`config.mk`:
```
export PLATFORM = sky130hd
export DESIGN_NAME = spi_addr_gen_pm
export DESIGN_NICKNAME = d
export VERILOG_FILES = /design/src/rtl/spi_pkg.sv /design/src/rtl/spi_addr_inc.sv /design/src/rtl/spi_addr_gen_pm.sv
export SDC_FILE = /design/constraint.sdc
export NUM_CORES = 1
export LEC_CHECK = 0
export CORE_ASPECT_RATIO = 1.5
export CORE_MARGIN = 5
export CORE_UTILIZATION = 48
export CTS_CLUSTER_SIZE = 16
export DETAILED_ROUTE_END_ITERATION = 10
export PLACE_DENSITY_LB_ADDON = 0.05
export RECOVER_POWER = 50
export SYNTH_ARGS = -nofsm -noshare
export SYNTH_HDL_FRONTEND = slang
export SYNTH_SLANG_ARGS = --single-unit
```
`constraint.sdc`:
```
create_clock -name spi_clk_c -period 2.3 [get_ports spi_clk_c]
set_clock_uncertainty 0.15 [all_clocks]
set_input_delay 0.69 -clock spi_clk_c [delete_from_list [all_inputs] [get_ports spi_clk_c]]
set_output_delay 0.69 -clock spi_clk_c [all_outputs]
set_load 0.02 [all_outputs]
```
`src/rtl/spi_pkg.sv`:
```
// Shared SPI slave definitions: command-FSM state encodings, address-generator
// FSM states and a constant log2 helper used for parameter-derived widths.
package spi_pkg;

    localparam logic [2:0] SPI_CMD     = 3'b000;
    localparam logic [2:0] SPI_ADDR_HB = 3'b001;
    localparam logic [2:0] SPI_ADDR_LB = 3'b011;
    localparam logic [2:0] SPI_BYTE_WR = 3'b010;
    localparam logic [2:0] SPI_PAGE_WR = 3'b110;
    localparam logic [2:0] SPI_DAT_RD  = 3'b111;
    localparam logic [2:0] SPI_WAIT    = 3'b101;
    localparam logic [2:0] SPI_ERR     = 3'b100;

    typedef enum logic [1:0] {
        A_IDLE   = 2'b00,
        A_LOAD   = 2'b01,
        A_ACTIVE = 2'b10
    } afsm_t;

    // Ceiling log2 for constant width calculations (clog2(1) = 0).
    function automatic int clog2(input int value);
        int res;
        res = 0;
        for (int p = 1; p < value; p = p * 2) begin
            res = res + 1;
        end
        return res;
    endfunction

endpackage

```
`src/rtl/spi_addr_inc.sv`:
```
// Combinational address increment. Read mode counts linearly over the whole
// address space; write mode only advances the page offset and keeps the page.
module spi_addr_inc #(
    parameter int ADDR_W = 16,
    parameter int PAGE_W = 7
) (
    input  logic [ADDR_W-1:0] addr,
    input  logic              rd_mode,
    output logic [ADDR_W-1:0] next_addr,
    output logic              page_wrap,
    output logic              addr_ovf
);

    localparam logic [ADDR_W-1:0] PAGE_MASK = ADDR_W'((64'd1 << PAGE_W) - 64'd1);
    localparam logic [ADDR_W-1:0] ADDR_ONE  = ADDR_W'(32'd1);

    logic [ADDR_W-1:0] addr_inc_s;

    // Select linear or page-wrapped successor and flag the wrap event.
    always_comb begin
        addr_inc_s = addr + ADDR_ONE;
        if (rd_mode) begin
            next_addr = addr_inc_s;
            page_wrap = 1'b0;
            addr_ovf  = &addr;
        end else begin
            next_addr = (addr & ~PAGE_MASK) | (addr_inc_s & PAGE_MASK);
            page_wrap = ((addr & PAGE_MASK) == PAGE_MASK);
            addr_ovf  = 1'b0;
        end
    end

endmodule

```
`src/rtl/spi_addr_gen_pm.sv`:
```
// SPI serial-EEPROM address generator: shifts the address in MSB-first during
// the address states, then steps it once per data byte (linear on read,
// page-wrapped on write), skipping ECC slots when ECC is off.
module spi_addr_gen_pm
    import spi_pkg::*;
#(
    parameter int ADDR_W  = 16,
    parameter int PAGE_W  = 7,
    parameter int ECC_GRP = 4,
    parameter int ALIGN_B = 2
) (
    input  logic                      spi_clk_c,
    input  logic                      spi_frm_rst_n,
    input  logic                      sda_in,
    input  logic [2:0]                spi_curr_state,
    input  logic [2:0]                spi_bit_cnt,
    input  logic                      spi_ecc_en,
    input  logic                      spi_addr_keep,
    output logic [ADDR_W-1:0]         spi_curr_addr,
    output logic                      spi_addr_done,
    output logic                      spi_page_wrap,
    output logic                      spi_addr_ovf,
    output logic [clog2(ECC_GRP)-1:0] spi_grp_cnt
);

    localparam int                GRP_W    = clog2(ECC_GRP);
    localparam logic [GRP_W-1:0]  GRP_LAST = GRP_W'(ECC_GRP - 1);
    localparam logic [GRP_W-1:0]  GRP_ONE  = GRP_W'(32'd1);

    afsm_t              fsm_r, fsm_nxt_s;
    logic [ADDR_W-1:0]  addr_r, addr_nxt_s;
    logic               done_r, done_nxt_s;
    logic               wrap_r, wrap_nxt_s;
    logic               ovf_r, ovf_nxt_s;
    logic [GRP_W-1:0]   grp_r, grp_nxt_s;

    logic               load_s, load_last_s, data_s, byte_end_s;
    logic               rd_mode_s, align_zero_s, shift_bit_s;
    logic               enter_load_s, inc_s;
    logic [ADDR_W-1:0]  inc_addr_s;
    logic               inc_wrap_s, inc_ovf_s;

    spi_addr_inc #(
        .ADDR_W (ADDR_W),
        .PAGE_W (PAGE_W)
    ) u_inc (
        .addr      (addr_r),
        .rd_mode   (rd_mode_s),
        .next_addr (inc_addr_s),
        .page_wrap (inc_wrap_s),
        .addr_ovf  (inc_ovf_s)
    );

    // Decode the command-FSM state into load / data-byte qualifiers.
    always_comb begin
        load_s       = (spi_curr_state == SPI_ADDR_HB) || (spi_curr_state == SPI_ADDR_LB);
        load_last_s  = (spi_curr_state == SPI_ADDR_LB) && (spi_bit_cnt == 3'd0);
        rd_mode_s    = (spi_curr_state == SPI_DAT_RD);
        data_s       = (spi_curr_state == SPI_BYTE_WR) || (spi_curr_state == SPI_PAGE_WR) || rd_mode_s;
        byte_end_s   = data_s && (spi_bit_cnt == 3'd0);
        align_zero_s = (spi_curr_state == SPI_ADDR_LB) && (32'(spi_bit_cnt) < ALIGN_B) && !spi_ecc_en;
        shift_bit_s  = align_zero_s ? 1'b0 : sda_in;
        // The ECC slot (last byte of a group) carries no address step unless ECC is on.
        inc_s        = byte_end_s && ((grp_r != GRP_LAST) || spi_ecc_en) && !spi_addr_keep;
        enter_load_s = ((fsm_r == A_IDLE) && load_s) ||
                       ((fsm_r == A_ACTIVE) && (spi_curr_state == SPI_ADDR_HB));
    end

    // Next-state logic for the address-generator FSM.
    always_comb begin
        fsm_nxt_s = fsm_r;
        case (fsm_r)
            A_IDLE: begin
                if (load_s) begin
                    fsm_nxt_s = A_LOAD;
                end else begin
                    fsm_nxt_s = A_IDLE;
                end
            end
            A_LOAD: begin
                if (load_last_s) begin
                    fsm_nxt_s = A_ACTIVE;
                end else begin
                    fsm_nxt_s = A_LOAD;
                end
            end
            A_ACTIVE: begin
                if (spi_curr_state == SPI_ADDR_HB) begin
                    fsm_nxt_s = A_LOAD;
                end else begin
                    fsm_nxt_s = A_ACTIVE;
                end
            end
            default: fsm_nxt_s = A_IDLE;
        endcase
    end

    // Next address, pulse flags and ECC group index.
    always_comb begin
        addr_nxt_s = addr_r;
        done_nxt_s = 1'b0;
        wrap_nxt_s = 1'b0;
        ovf_nxt_s  = 1'b0;
        grp_nxt_s  = grp_r;
        if (load_s) begin
            addr_nxt_s = {addr_r[ADDR_W-2:0], shift_bit_s};
            done_nxt_s = load_last_s;
        end else if (inc_s) begin
            addr_nxt_s = inc_addr_s;
            wrap_nxt_s = inc_wrap_s;
            ovf_nxt_s  = inc_ovf_s;
        end else begin
            addr_nxt_s = addr_r;
        end
        if (enter_load_s) begin
            grp_nxt_s = {GRP_W{1'b0}};
        end else if (byte_end_s) begin
            grp_nxt_s = grp_r + GRP_ONE;
        end else begin
            grp_nxt_s = grp_r;
        end
    end

    // State and output registers; frame reset clears everything at once.
    always_ff @(posedge spi_clk_c or negedge spi_frm_rst_n) begin
        if (!spi_frm_rst_n) begin
            fsm_r  <= A_IDLE;
            addr_r <= {ADDR_W{1'b0}};
            done_r <= 1'b0;
            wrap_r <= 1'b0;
            ovf_r  <= 1'b0;
            grp_r  <= {GRP_W{1'b0}};
        end else begin
            fsm_r  <= fsm_nxt_s;
            addr_r <= addr_nxt_s;
            done_r <= done_nxt_s;
            wrap_r <= wrap_nxt_s;
            ovf_r  <= ovf_nxt_s;
            grp_r  <= grp_nxt_s;
        end
    end

    assign spi_curr_addr = addr_r;
    assign spi_addr_done = done_r;
    assign spi_page_wrap = wrap_r;
    assign spi_addr_ovf  = ovf_r;
    assign spi_grp_cnt   = grp_r;

endmodule

```
# After elaboration in Yosys (flattened, before gate mapping)
# Index checks and enable logic that the tools add are counted.
word_totals:
  in_bits: 11
  out_inout_bits: 21
  ff_bits: 23
op_classes:
  muxes: 17
  n_addsub: 2
  order_cmp: 1
  reduce_logical: 20
  eq_ne: 9
  n_bitwise: 1
op_table:
  columns: ["operator", "count"]
  rows:
  - ["2-to-1 mux 16 bit", 3]
  - ["adder 16 x 1 -> 16 bit, second input constant", 1]
  - ["OR 16 x 7 -> 16 bit", 1]
  - ["AND reduction 16 bit", 1]
  - ["2-to-1 mux 1 bit", 9]
  - ["logical AND 1 bit", 8]
  - ["2-to-1 mux 2 bit", 4]
  - ["== test 7 bit, second input constant", 1]
  - ["== test 3 x 2 -> 1 bit, second input constant", 2]
  - ["== test 3 bit, second input constant", 2]
  - ["one-hot mux 2 bit (3 select lines)", 1]
  - ["logical OR 1 bit", 5]
  - ["nonzero test 2 bit", 2]
  - ["== test 3 x 1 -> 1 bit, second input constant", 1]
  - ["zero test 3 bit", 1]
  - ["< comparator 3 x 2 -> 1 bit, second input constant", 1]
  - ["adder 2 x 1 -> 2 bit, second input constant", 1]
  - ["== test 2 x 1 -> 1 bit, second input constant", 1]
  - ["== test 2 bit, second input constant", 1]
  - ["zero test 1 bit", 2]
  - ["zero test 2 bit", 1]
  - ["!= test 2 bit, second input constant", 1]

# Longest topological paths before layout
depth:
  ltp_word: 8
  mapped_depth: 8

# Hierarchy
# A second synthesis with hierarchy kept.
unflattened:
  hier_cells: 171
  hier_area_um2: 1575.3
by_module_without_submodules:
  columns: ["module", "seq_area_each_um2", "area_per_inst_um2", "cells_per_inst", "n_inst"]
  rows:
  - ["spi_addr_gen_pm", 575.6, 1237.4, 125, 1]
  - ["spi_addr_inc", 0.0, 337.8, 46, 1]

# Worst setup path before layout
# OpenSTA, ideal clock, no wires.
synth_path:
  kind: "input-to-reg"
  from: "input spi_bit_cnt[1]"
  to: "register addr_r[12], in the netlist spi_curr_addr[12]"
  setup_ps: 123
  n_path_buf: 2
  required_ps: 2027
  cell_stages: 7
  slack_ps: 205
  t_arrival_ps: 1822
  path_cell_list: "nor4b_4 > and4b_1 > buf_2 > a31oi_1 > buf_2 > o21ai_1 > o21ai_1"
synth_via:
  elab_chain_cells: 5
synth_lines:
  columns: ["element", "line", "rtl"]
  rows:
  - ["start: declaration", "spi_addr_gen_pm.sv:16", "input logic [2:0] spi_bit_cnt,"]
  - ["zero test 3 bit", "spi_addr_gen_pm.sv:60", "byte_end_s = data_s && (spi_bit_cnt == 3'd0);"]
  - ["logical AND 1 bit", "spi_addr_gen_pm.sv:60", null]
  - ["logical AND 1 bit (2 in a row)", "spi_addr_gen_pm.sv:64", "inc_s = byte_end_s && ((grp_r != GRP_LAST) || spi_ecc_en) && !spi_addr_keep;"]
  - ["nonzero test 2 bit (no line)", null, null]
  - ["end signal: assignment", "spi_addr_gen_pm.sv:128", "addr_r <= {ADDR_W{1'b0}};"]
  - ["end signal: assignment", "spi_addr_gen_pm.sv:135", "addr_r <= addr_nxt_s;"]
  - ["end: declaration", "spi_addr_gen_pm.sv:31", "logic [ADDR_W-1:0] addr_r, addr_nxt_s;"]
# Every way passes these cells.
# A chain may end at the register's enable or synchronous reset.

# Final worst setup path
layout_path:
  from: "register addr_r[8], in the netlist spi_curr_addr[8]"
  to: "output spi_curr_addr[8]"
layout_lines:
  columns: ["element", "line", "rtl"]
  rows:
  - ["end: declaration", "spi_addr_gen_pm.sv:19", "output logic [ADDR_W-1:0] spi_curr_addr,"]
# No word-level cell between the ends.

==> metrics.txt <==
Crit path required time 1460 ps; latest clock arrival within the worst-skew pair 260 ps; gr usage total 22.0%; Tightest Hold Check Type reg -> reg; clock tree sinks 23; final core occ 72.2%; commonest non-fill, non-tap cell in the layout buf_4; row count 23; CP Launch Type flip-flop; Achievable Freq 448 MHz; pins over their slew limit 0; synthesis-to-layout area growth 45.6%; Syn Nets 162; sequential share of the synthesized area 43.9%; root buf cell clkbuf_8; clk buf depth 2; pwr/cell area 592 nW/µm²; Gate Count Post-Synth 149; share of cells above drive strength 1 15.6%; commonest cells after routing, fill and taps aside 24 x buf_4, 23 x dfrtp_1, 22 x clkdlybuf4s50_1, 16 x nand2_1, 14 x o21ai_0; placed insts 238; Slew @ Worst Pin 1200 ps; Initial Utilization 49.6%; outcome finished, final reports clean; routed length per instance 15.7 µm; Detailed Routing Iterations Pass 1 4; family with the most delay on the worst path buffers and inverters; first-pass GRT wire length 6530 µm; flops & latches, synth 23; Final ANT Viol Nets 0; mean post-synth cell area 8.81 µm²; Worst VDD drop 0.000505 V; Setup-failing EPs final 0; total gr overflow 0; critical path class reg -> out; DIE HEIGHT 74.0 µm; worst path bufs/invs 1; GP Congestion 0.813; die area 3900 µm²; Critical Path Max Stage Delay 650 ps; Lkg Pwr 0.840 nW; post-synthesis cell type count 39; TritonCTS Buffers 3; WHS 409 ps; Critical-path top delay cell clkdlybuf4s50_1; Max Fanout on Critical Path 9; fin crit period 2230 ps; WP data arrival 1390 ps; DR DRC count 0; # diodes 0; Final nets 219; clock-pin slew on the worst setup and hold paths 80 ps; vias in the first global route 1,458; post-CTS setup buffer count 0; Die Span X 52.7 µm; crit-path cells clkdlybuf4s50_1; Final Non-Filler Cells 242; antenna violations before repair 0; RSZ-0062 raised after global routing false; Worst setup EP type output pin; Max-cap violations 0; Filler Cell Count 220; vias per cell 5.96; Max-slew headroom 19.8%; DP Wirelength 2950 µm; mapped cell area 1310 µm²; Via Count 1,442; Hold Fails Final Rpt 0; Tcrit/Tclk final 97.0%; CTS tree built; routed wire length 3800 µm; CORE AREA 2650 µm²; Initial DRC Count 48; warnings from Yosys 0; I/O Pins 32; Max H-tree Level 1; largest net degree at the start of global routing 24; Port Buffer Count 31
## cell usage after synthesis
master | n | area, µm²
ha_1 | 2 | 25.0
o41ai_1 | 1 | 8.76
and2_1 | 1 | 6.26
a221o_1 | 1 | 10.0
mux2i_1 | 2 | 20.0
buf_2 | 2 | 10.0
nor2_1 | 6 | 22.5
a41oi_1 | 1 | 8.76
or3_1 | 1 | 6.26
nor4_1 | 1 | 6.26
a22o_1 | 1 | 8.76
o2bb2ai_1 | 1 | 8.76
nand2b_1 | 4 | 25.0
and4_1 | 3 | 26.3
dfrtp_1 | 23 | 576
xor2_1 | 1 | 8.76
nor3b_1 | 1 | 7.51
a31oi_1 | 4 | 25.0
a22oi_1 | 3 | 22.5
nor4b_4 | 1 | 23.8
o21ai_1 | 7 | 35.0
nor2b_1 | 2 | 12.5
and3_1 | 4 | 25.0
nor3_1 | 7 | 35.0
xnor2_1 | 1 | 8.76
o21ai_0 | 16 | 80.1
and4b_1 | 1 | 10.0
a221oi_1 | 1 | 8.76
inv_1 | 1 | 3.75
clkbuf_1 | 5 | 18.8
o21bai_1 | 1 | 7.51
nand4b_1 | 1 | 8.76
nand3_1 | 9 | 45.0
nand4_1 | 3 | 18.8
o311ai_0 | 1 | 8.76
o31ai_1 | 1 | 7.51
a211oi_1 | 1 | 7.51
a21oi_1 | 11 | 55.1
nand2_1 | 16 | 60.1
## flip-flops by register name (all words and copies together), names as in the netlist
register / flops
fsm_r: 2
spi_addr_done: 1
spi_addr_ovf: 1
spi_curr_addr: 16
spi_grp_cnt: 2
spi_page_wrap: 1
## power breakdown
group	internal (mW)	switching (mW)	total (mW)	leakage, nW
Sequential	0.458	0.0650	0.523	0.306
Combinational	0.176	0.187	0.363	0.512
Clock	0.124	0.122	0.246	0.0228
## metal layers
layer | track usage (%) | routed length [µm] | part of all wire [%] | vias up
met1 | 25.2 | 1410 | 37 | 685
met4 | 9.09 | 109 | 2.9 | 0
met5 | 0 | 0 | 0 | -
met3 | 2.61 | 200 | 5.3 | 12
met2 | 40.5 | 2080 | 55 | 68
li1 | - | - | - | 677
## per-stage QoR
step | area [µm²] | power [mW] | setup TNS (ps) | setup slack [ps]
3_3_place_gp | 1850 | 0.880 | -3060 | -242
3_5_place_dp | 1850 | 0.896 | -4100 | -297
6_report | 1910 | 1.13 | 0 | 68.0
2_1_floorplan | 1310 | 0.692 | 0 | 205
5_1_grt | 1910 | 1.20 | 0 | 5.45
4_1_cts | 1900 | 1.15 | -29.0 | -18.8
## area by class of cell
class / count / area, µm² / area share (%)
Multi-Input combinational cell: 118 / 724 / 37.9
Sequential cell: 23 / 576 / 30.1
Timing Repair Buffer: 59 / 515 / 27.0
Tap cell: 37 / 46.3 / 2.42
Clock buffer: 4 / 45.0 / 2.36
Inverter: 1 / 3.75 / 0.196
## final timing paths
path	from	to	slack, ps	depth (start not counted)
worst max-delay path	spi_curr_addr[8]$_DFFE_PN0P_	spi_curr_addr[8]	70	1
worst min-delay path	spi_grp_cnt[1]$_DFFE_PN0P_	spi_grp_cnt[1]$_DFFE_PN0P_	410	2
worst max register to register	spi_curr_addr[0]$_DFFE_PN0P_	spi_curr_addr[14]$_DFFE_PN0P_	470	6
worst min register to register	spi_grp_cnt[1]$_DFFE_PN0P_	spi_grp_cnt[1]$_DFFE_PN0P_	410	2
max in group asynchronous	spi_frm_rst_n	spi_curr_addr[15]$_DFFE_PN0P_	320	2
min in group asynchronous	spi_frm_rst_n	spi_curr_addr[12]$_DFFE_PN0P_	970	2
## kinds of logic after synthesis
family / after synthesis / synth area share, %
compound gates: 51 / 23.1
fa+ha+maj: 2 / 1.91
buf+inv: 8 / 2.48
xor+xnor: 2 / 1.33
simple gates: 61 / 25.8
flops: 23 / 43.9
mux: 2 / 1.53
## worst reg2reg max path, cell delays in order, from the launching register on
cell,delay [ps]
dfrtp_1,450
ha_1,220
nand2_1,120
nor2_1,310
and3_1,230
o21ai_0,80
o2bb2ai_1,140
## what timing repair did
action / in CTS / in global routing
endpoints found under the setup margin: 3 / 16
gates resized for setup: 1 / 9
hold buffers: 0 / 0
pin swaps: 0 / 5
Power figures use the tool's default switching activity.
